$ cat src/rtl/la_iopwrseq_pkg.sv
// Shared types and helpers for the IO ring power sequencer.
package la_iopwrseq_pkg;

  typedef enum logic [2:0] {
    IDLE   = 3'd0,
    RAMP   = 3'd1,
    SETTLE = 3'd2,
    UP     = 3'd3,
    DOWN   = 3'd4,
    FAULT  = 3'd5
  } state_t;

  // Segment index width; a single-segment ring still needs one index bit.
  function automatic int idx_width(input int n);
    return (n > 1) ? $clog2(n) : 1;
  endfunction

endpackage

$ cat src/rtl/la_dsync.sv
// Two-stage synchronizer bringing asynchronous pad signals into the clk domain.
module la_dsync #(
  parameter int W = 1
) (
  input  logic         clk,
  input  logic         nreset,
  input  logic [W-1:0] data,
  output logic [W-1:0] sync
);

  logic [W-1:0] meta;

  always_ff @(posedge clk or negedge nreset) begin
    if (!nreset) begin
      meta <= '0;
      sync <= '0;
    end else begin
      meta <= data;
      sync <= meta;
    end
  end

endmodule

$ cat src/rtl/la_iopwrseq.sv
// Power sequencer for a segmented IO pad ring: ramps segments up one at a time,
// tears them down in reverse order and latches timeout / power-good-loss faults.
module la_iopwrseq
  import la_iopwrseq_pkg::*;
#(
  parameter int NSEG = 4,
  parameter int CNTW = 8,
  parameter int TMO  = 200,
  parameter     SIDE = "NO"
) (
  input  logic                  clk,
  input  logic                  nreset,
  input  logic                  en,
  input  logic [CNTW-1:0]       settle,
  input  logic [NSEG-1:0]       pgood,
  input  logic                  clrfault,
  output logic [NSEG-1:0]       ioen,
  output logic                  done,
  output logic                  fault,
  output logic [$clog2(NSEG):0] faultid
);

  localparam int IDXW = idx_width(NSEG);
  localparam int FIDW = $clog2(NSEG) + 1;
  localparam logic [CNTW-1:0] TMO_LAST = CNTW'(TMO - 1);
  localparam logic [IDXW-1:0] IDX_LAST = IDXW'(NSEG - 1);
  localparam logic [FIDW-1:0] TMO_FLAG = FIDW'(1) << (FIDW - 1);
  localparam bit PARAM_OK = (NSEG >= 1) && (NSEG <= 16) && (TMO >= 1) &&
                            (TMO < (1 << CNTW)) &&
                            ((SIDE == "NO") || (SIDE == "SO") ||
                             (SIDE == "EA") || (SIDE == "WE"));

  if (!PARAM_OK) begin : g_bad_param
    $error("la_iopwrseq: illegal parameter combination");
  end

  state_t          state, state_nxt;
  logic [IDXW-1:0] idx, idx_nxt, idx_inc;
  logic [CNTW-1:0] cnt, cnt_nxt, settle_last;
  logic [NSEG-1:0] spg, lost, ioen_nxt;
  logic            done_nxt, fault_nxt;
  logic [FIDW-1:0] faultid_nxt, lost_id;

  la_dsync #(.W(NSEG)) u_pgood_sync (
    .clk    (clk),
    .nreset (nreset),
    .data   (pgood),
    .sync   (spg)
  );

  // A settle of 0 behaves like 1, so the terminal count saturates at 0.
  assign settle_last = (settle == '0) ? '0 : settle - CNTW'(1);
  assign idx_inc     = idx + IDXW'(1);
  assign lost        = ioen & ~spg;

  always_comb begin
    lost_id = '0;
    for (int i = NSEG - 1; i >= 0; i--) begin
      if (lost[i]) lost_id = FIDW'(i);
    end
  end

  // Priority inside each state: fault, then en=0, then normal progress.
  always_comb begin
    state_nxt   = state;
    idx_nxt     = idx;
    cnt_nxt     = cnt;
    ioen_nxt    = ioen;
    done_nxt    = done;
    fault_nxt   = fault;
    faultid_nxt = faultid;
    case (state)
      IDLE: begin
        if (en) begin
          idx_nxt   = '0;
          cnt_nxt   = '0;
          ioen_nxt  = NSEG'(1);
          state_nxt = RAMP;
        end
      end
      RAMP: begin
        if (!spg[idx] && (cnt == TMO_LAST)) begin
          state_nxt   = FAULT;
          ioen_nxt    = '0;
          fault_nxt   = 1'b1;
          faultid_nxt = FIDW'(idx) | TMO_FLAG;
        end else if (!en) begin
          state_nxt = DOWN;
          cnt_nxt   = '0;
        end else if (spg[idx]) begin
          state_nxt = SETTLE;
          cnt_nxt   = '0;
        end else begin
          cnt_nxt = cnt + CNTW'(1);
        end
      end
      SETTLE, UP: begin
        if (|lost) begin
          state_nxt   = FAULT;
          ioen_nxt    = '0;
          done_nxt    = 1'b0;
          fault_nxt   = 1'b1;
          faultid_nxt = lost_id;
        end else if (!en) begin
          state_nxt = DOWN;
          cnt_nxt   = '0;
          done_nxt  = 1'b0;
        end else if (state == SETTLE) begin
          if (cnt >= settle_last) begin
            cnt_nxt = '0;
            if (idx == IDX_LAST) begin
              state_nxt = UP;
              done_nxt  = 1'b1;
            end else begin
              idx_nxt           = idx_inc;
              ioen_nxt[idx_inc] = 1'b1;
              state_nxt         = RAMP;
            end
          end else begin
            cnt_nxt = cnt + CNTW'(1);
          end
        end
      end
      DOWN: begin
        if (ioen == '0) begin
          state_nxt = IDLE;
        end else begin
          if (cnt == '0) begin
            ioen_nxt[idx] = 1'b0;
            if (idx != '0) idx_nxt = idx - IDXW'(1);
          end
          cnt_nxt = (cnt >= settle_last) ? '0 : cnt + CNTW'(1);
        end
      end
      FAULT: begin
        ioen_nxt = '0;
        if (clrfault && !en) begin
          state_nxt   = IDLE;
          fault_nxt   = 1'b0;
          faultid_nxt = '0;
        end
      end
      default: begin
        state_nxt = IDLE;
        ioen_nxt  = '0;
        done_nxt  = 1'b0;
      end
    endcase
  end

  always_ff @(posedge clk or negedge nreset) begin
    if (!nreset) begin
      state   <= IDLE;
      idx     <= '0;
      cnt     <= '0;
      ioen    <= '0;
      done    <= 1'b0;
      fault   <= 1'b0;
      faultid <= '0;
    end else begin
      state   <= state_nxt;
      idx     <= idx_nxt;
      cnt     <= cnt_nxt;
      ioen    <= ioen_nxt;
      done    <= done_nxt;
      fault   <= fault_nxt;
      faultid <= faultid_nxt;
    end
  end

endmodule

$ cat config.mk
export PLATFORM = sky130hd
export DESIGN_NAME = la_iopwrseq
export DESIGN_NICKNAME = d
export VERILOG_FILES = /design/src/rtl/la_iopwrseq_pkg.sv /design/src/rtl/la_dsync.sv /design/src/rtl/la_iopwrseq.sv
export SDC_FILE = /design/constraint.sdc
export NUM_CORES = 1
export LEC_CHECK = 0
export BUFFER_PORTS_ARGS = -buffer_cell sky130_fd_sc_hd__buf_2
export CAP_MARGIN = 20
export CORE_UTILIZATION = 63
export DETAILED_ROUTE_END_ITERATION = 8
export GPL_ROUTABILITY_DRIVEN = 1
export PLACE_DENSITY_LB_ADDON = 0.25
export SLEW_MARGIN = 20
export SYNTH_ARGS = -nofsm -noshare
export SYNTH_HDL_FRONTEND = slang
export SYNTH_SLANG_ARGS = --single-unit
$ cat constraint.sdc
create_clock -name clk -period 4.84 [get_ports clk]
set_clock_uncertainty 0.2 [all_clocks]
set_input_delay 0.726 -clock clk [delete_from_list [all_inputs] [get_ports clk]]
set_output_delay 0.726 -clock clk [all_outputs]
set_load 0.02 [all_outputs]
Yosys cells after proc, flatten, opt, wreduce, memory -nomap -nowiden --
Index checks and enable logic that the tools add are counted.
Cells by class: equal/unequal tests 30, shift-type cells 0, bitwise operators 6, multipliers 0, multiplexer cells 66, reduce and logical (&&, ||, !) cells 23, order comparisons 5, div/mod/pow operators 0, $add $sub $neg 4
Operator list (number):
- 8-bit two-way mux | 10
- 3-bit two-way mux | 14
- 4-bit two-way mux | 9
- 8-bit one-hot mux with 4 select lines | 1
- 2-bit inequality test, second input constant | 14
- 2-bit two-way mux | 12
- 8-bit logical NOT | 2
- 4-bit inequality test, second input constant | 4
- 4-bit one-hot mux with 4 select lines | 1
- 3-bit inequality test, second input constant | 5
- 3-bit one-hot mux with 5 select lines | 1
- 6-bit AND reduction | 2
- 1-bit two-way mux | 11
- 10-bit AND reduction | 1
- 3-bit one-hot mux with 3 select lines | 1
- 8-bit by 1-bit adder with 8-bit output, second input constant | 1
- 4-bit bitwise AND | 2
- 8-bit == test, second input constant | 1
- 8-bit >= comparator | 1
- 4-bit NOT | 2
- 4-bit AND reduction | 2
- 8-bit AND reduction | 1
- 4-bit OR reduction | 2
- 8-bit by 1-bit subtractor with 8-bit output, second input constant | 1
- other kinds (23) | 33
Word-level totals: memory bits (writable) 0, ROM bits 0, output and inout port bits 9, bits in latches 0, bits in registers 30, logic and storage cells 143, memories kept 0

Logic depth before layout (Yosys ltp) --
depth after elaboration 12, gate-level depth with buffers 13, depth with buffers taken out 13

By module --
A second synthesis with hierarchy kept.
Unflattened totals: cells, all modules 232, area total of the unflattened synthesis 2105.8 um2
Modules (own cells, without submodules):
- la_iopwrseq | cells an instance 224, area an instance 1905.6 um2, instances 1
- la_dsync | cells an instance 8, area an instance 200.2 um2, instances 1

Worst setup path before layout --
Ideal clock, no wire load.
path kind input-to-reg, start point in settle[0], end point reg cnt[6], stages on the path 13, arrival time 3.324 ns, data required time 4.576 ns, setup time 0.064 ns, slack 1.251 ns, cell sequence inv_1 -> ha_1 -> nor2b_1 -> nand3b_1 -> or3_1 -> and2_1 -> ha_1 -> a31oi_1 -> nor2b_1 -> nor4_1 -> o21ai_4 -> a2111oi_2 -> a211o_1
On the way: cells in the longest elaborated chain, start to end 8, elaborated cells on any way between the ends 10, classes of those cells 1 x add/sub; 1 x order compare; 7 x mux; 1 x reduce/logical
RTL lines:
- start, declared | RTL line la_iopwrseq.sv:14 | input logic [CNTW-1:0] settle,
- 8-bit by 1-bit subtractor with 8-bit output / 8-bit logical NOT (equally long branches) | RTL line la_iopwrseq.sv:52 | assign settle_last = (settle == '0) ? '0 : settle - CNTW'(1);
- 8-bit two-way mux * | RTL line la_iopwrseq.sv:52
- 8-bit >= comparator * | RTL line la_iopwrseq.sv:109, la_iopwrseq.sv:132
- 8-bit two-way mux * | RTL line la_iopwrseq.sv:109, la_iopwrseq.sv:132
- 8-bit two-way mux | RTL line la_iopwrseq.sv:108 | end else if (state == SETTLE) begin
- 8-bit two-way mux | RTL line la_iopwrseq.sv:104 | end else if (!en) begin
- 8-bit two-way mux | RTL line la_iopwrseq.sv:98 | if (|lost) begin
- 8-bit one-hot mux with 4 select lines * | RTL line la_iopwrseq.sv:72 | case (state)
- end signal, assigned | RTL line la_iopwrseq.sv:163 | cnt <= cnt_nxt;
- end, declared | RTL line la_iopwrseq.sv:39 | logic [CNTW-1:0] cnt, cnt_nxt, settle_last;
Every way passes the cells marked *; elsewhere a longest branch is shown, timed or not. The select of a mux whose other input is x is not followed. A chain may end at the register's enable or synchronous reset.

Worst setup path in the final report --
start point in settle[0], end point reg ioen[1]
On the way: cells in the longest elaborated chain, start to end 5, elaborated cells on any way between the ends 6, classes of those cells 1 x add/sub; 1 x order compare; 1 x eq/ne; 1 x mux; 2 x reduce/logical
RTL lines:
- 8-bit by 1-bit subtractor with 8-bit output / 8-bit logical NOT (equally long branches) | RTL line la_iopwrseq.sv:52
- 8-bit two-way mux * | RTL line la_iopwrseq.sv:52
- 8-bit >= comparator * | RTL line la_iopwrseq.sv:109 | if (cnt >= settle_last) begin
- 3-bit inequality test (no source line) *
- 8-bit AND reduction (no source line) *
- end signal, assigned | RTL line la_iopwrseq.sv:164 | ioen <= ioen_nxt;
- end, declared | RTL line la_iopwrseq.sv:17 | output logic [NSEG-1:0] ioen,
Every way passes the cells marked *; elsewhere a longest branch is shown, timed or not.

==> results <==
- The first global-routing pass estimated 7.12 mm of wire.
- For this design, the CTS-stage hold fixing added 0 buffers.
- The clock transition at the register clock pins on the worst setup and hold paths after CTS is 0.09 ns.
- The aggregate negative setup slack is 0 ns.
- The maximum number of pins on one net before global-route repair is 31.
- After detailed routing, the average wire length per cell comes to 14.3 µm.
- After layout, the worst path uses 76.9% of the clock period.
- In this run the worst hold path is classified as reg -> reg.
- At the later pin of the worst-skew pair, clock insertion delay measures 0.33 ns.
- The number of sinks driven by the clock tree is 30.
- The floorplan has 20 rows.
- The slew of the pin with the lowest slew margin is 0.794 ns.
- The required time of the worst setup path is 4.90 ns.
- The post-route antenna net violation count is 0.
- The overall global routing resource usage is 26.9%.
- After synthesis the netlist holds a flip-flop and latch count of 30.
- The total area inside the core boundary comes to 3130 µm².
- Across the run, the number of max-cap violations was 0.
- The final HPWL from detailed placement is 3.16 mm.
- The routed design has 4.22 mm of wire.
- The startpoint kind of the worst setup timing path is a primary input.
- The final design utilization is 74.0%.
- The width of the chip is 59.9 µm.
- STA classifies the critical path endpoint as a register.
- Of all flip-flops after synthesis, the portion carrying an async set or reset was 100%.
- At the end of routability-driven placement, the weighted congestion stood at 0.861.
- The leakage power figure is 0.00106 µW.
- Fill cells in the final layout number 248.
- The final hold slack is 0.156 ns.
- The smallest clock period supported by the final layout is computed as 3.72 ns.
- The CTS tree is done.
- Sequential cells were found to cover 35.6% of the synthesized design area.
- At the worst endpoint, the arrival time is 3.79 ns.
- The first routing iteration left 153 violations.
- Power spread over the standard cell area amounts to 440 nW/µm².
- The count of cell types in the netlist is 57.
- For this run, the number of standard cells in the final layout without fillers is 295.
- Headroom to the max-slew limit came out at 45.7%.
- The total count of hold-check failures in the final report is 0.
- The flip-flop cell with the highest count after synthesis is dfrtp_1.
- Of the cells placed in the final design, the portion with a size suffix greater than 1 is 19.9%.
- The net total in the final layout is 283.
- In the synthesized netlist, the number of instances is 225.
- The number of nets handed over by synthesis was 258.
- The number of antenna violations at the first check in global routing was 0.
- The via count of the first global-routing pass came to 1,611.
- The flow ran to the end, and the final reports show no timing, DRC or antenna violations.
- Relative to the synthesized area, the layout overhead comes to 9.72%.
- The total CTS buffers is 5.
- The die extent in y is 59.9 µm.
- The H-tree generated during clock tree synthesis spans 2 levels.
- The largest fanout on the critical path is 6.
- Summing internal, switching and leakage power gives 1020 µW.
- Once the clock tree was built, the resizer swapped 0 gates to a different size.
- Summed over all layers, the global routing overflow is 0.
- In this run the count of I/O pins placed on the die edge is 25.
- The number of design rule violations left after detail routing is 0.
- The number of cells in the design after placement is 287.
- The number of warnings issued by yosys is 0.
- The routed via count divided by cell count is 6.02.
- The detailed-router iteration count before antenna repair is 4.
- IR analysis of the VDD net gives a maximum drop of 293 µV.
- The number of flops mapped to enable cells by yosys is 0.
- Post-CTS timing repair inserted 0 buffers for setup.
- The max-slew violation count is 0.
- Summing over every cut layer, the via total after detailed routing is 1,775.
- Once the floorplan was initialized, standard cells occupied 67.5% of the core.
- Derived from the worst setup path, the maximum achievable clock frequency is 269 MHz.
- The number of buffer cells added on primary ports is 24.
- Setup repair after global routing left no endpoint under its margin.
- The final setup violation count is 0.
- For flop-to-flop paths, the worst setup slack is 1.97 ns.
- The number of antenna diodes in the final layout is 0.
- The cell area after synthesis is 2110 µm².
- The critical path is of the in -> reg type.
- The buffer cell driving the clock tree root is clkbuf_4.
- The floorplan step defined a die boundary enclosing 3590 µm².
- The clock tree buffer depth is 2.
- The post-synthesis average cell area is 9.38 µm².
cells in the mapped netlist, drive strengths merged (2+ instances only):
| cell type | n | share of area [%] |
|---|---|---|
| nor2 | 18 | 3.2 |
| a221o | 3 | 1.5 |
| a2111oi | 2 | 1.1 |
| nand3 | 6 | 1.7 |
| a22o | 6 | 2.5 |
| nor2b | 9 | 2.7 |
| dfrtp | 30 | 36 |
| buf | 4 | 1.2 |
| a21o | 2 | 0.71 |
| o31ai | 2 | 0.95 |
| a32oi | 2 | 0.83 |
| inv | 11 | 2.0 |
| nor4b | 2 | 0.83 |
| nor3b | 2 | 0.71 |
| nor3 | 4 | 0.95 |
| mux2i | 3 | 1.4 |
| a211o | 3 | 1.7 |
| o21ai | 15 | 4.1 |
| ha | 17 | 10 |
| or2 | 3 | 0.89 |
| nand2b | 11 | 3.3 |
| o21a | 2 | 0.71 |
| and4 | 2 | 0.83 |
| nand4 | 2 | 0.59 |
| or3 | 2 | 0.59 |
| a31oi | 2 | 0.59 |
| a21oi | 18 | 4.4 |
| clkbuf | 2 | 0.36 |
| and2 | 3 | 1.0 |
| xor2 | 2 | 0.83 |
| nand2 | 17 | 3.0 |
| a211oi | 3 | 1.1 |
per-stage QoR:
step / setup slack (ns) / cell area [µm²]
floorplan: 1.25 / 2110
CTS: 1.13 / 2320
global route: 0.858 / 2320
finish: 1.12 / 2320
global placement: 0.993 / 2250
detailed placement: 0.823 / 2250
final timing paths:
kind                                                startpoint                              to  depth (start not counted)
max in group asynchronous                               nreset              cnt[6]$_DFFE_PN0P_                          1
worst max-delay path                                 settle[0]             ioen[1]$_DFFE_PN0P_                         14
worst min register to register  u_pgood_sync.meta[3]$_DFF_PN0_  u_pgood_sync.sync[3]$_DFF_PN0_                          0
worst min-delay path            u_pgood_sync.meta[3]$_DFF_PN0_  u_pgood_sync.sync[3]$_DFF_PN0_                          0
worst max register to register            state[1]$_DFFE_PN0P_              cnt[6]$_DFFE_PN0P_                          6
min in group asynchronous                               nreset            state[2]$_DFFE_PN0P_                          1
power by group:
group / total, µW / internal (µW) / switching, µW
clock network: 156 / 69.7 / 86.6
registers: 369 / 295 / 74.2
logic: 493 / 199 / 293
layout make-up:
cell class	count	area, µm²	share of cell area [%]
Clock inverter	2	12.5	0.540
Multi-Input combinational cell	178	1280	55.5
Clock buffer	6	51.3	2.22
Tap cell	44	55.1	2.38
Timing Repair Buffer	24	120	5.19
Sequential cell	30	751	32.4
Inverter	11	41.3	1.78
kinds of logic after synthesis:
logic type | count (synthesis) | synth area share (%)
flip-flops | 30 | 35.6
multiplexers | 5 | 3.02
buffers and inverters | 17 | 3.56
AO/OA/AOI/OAI | 68 | 24.7
AND/OR/NAND/NOR | 85 | 21.9
adder cells (fa/ha/maj) | 17 | 10.1
XOR/XNOR | 3 | 1.25
critical path, stage by stage:
cell and delay (ns):
buf_2 0.11, inv_1 0.06, ha_1 0.15, nor2b_1 0.22, nand3b_1 0.15, or3_1 0.41
and2_1 0.20, ha_1 0.16, nand2b_1 0.14, a21oi_1 0.19, o21ai_0 0.21, a21oi_1 0.29
nor4b_1 0.54, a22o_1 0.23
flip-flops by register name, summed over array words and instances, names as in the netlist:
register	count
u_pgood_sync.meta	4
faultid	3
u_pgood_sync.sync	4
fault	1
done	1
ioen	4
cnt	8
idx	2
state	3
per-layer routing:
metal / wire (µm) / global-route usage [%]
met2: 1940 / 41.4
met3: 162 / 4.55
met4: 27 / 8.97
met1: 2090 / 38.5
met5: 0 / 0
layout by cell type (no fill, tap or decap), drive strengths merged, types with 3 or more instances in the layout:
cell type   n
a211o       3
a211oi      3
mux2i       3
nand2b     11
a21oi      18
a22o        6
and2        3
nor2       18
nor2b       9
inv        11
or2         3
ha         17
o21ai      15
nand2      17
a221o       3
buf        24
dfrtp      30
nor3        4
nand3       6
clkbuf      6
Note: power is estimated with default switching activity, not from simulation.
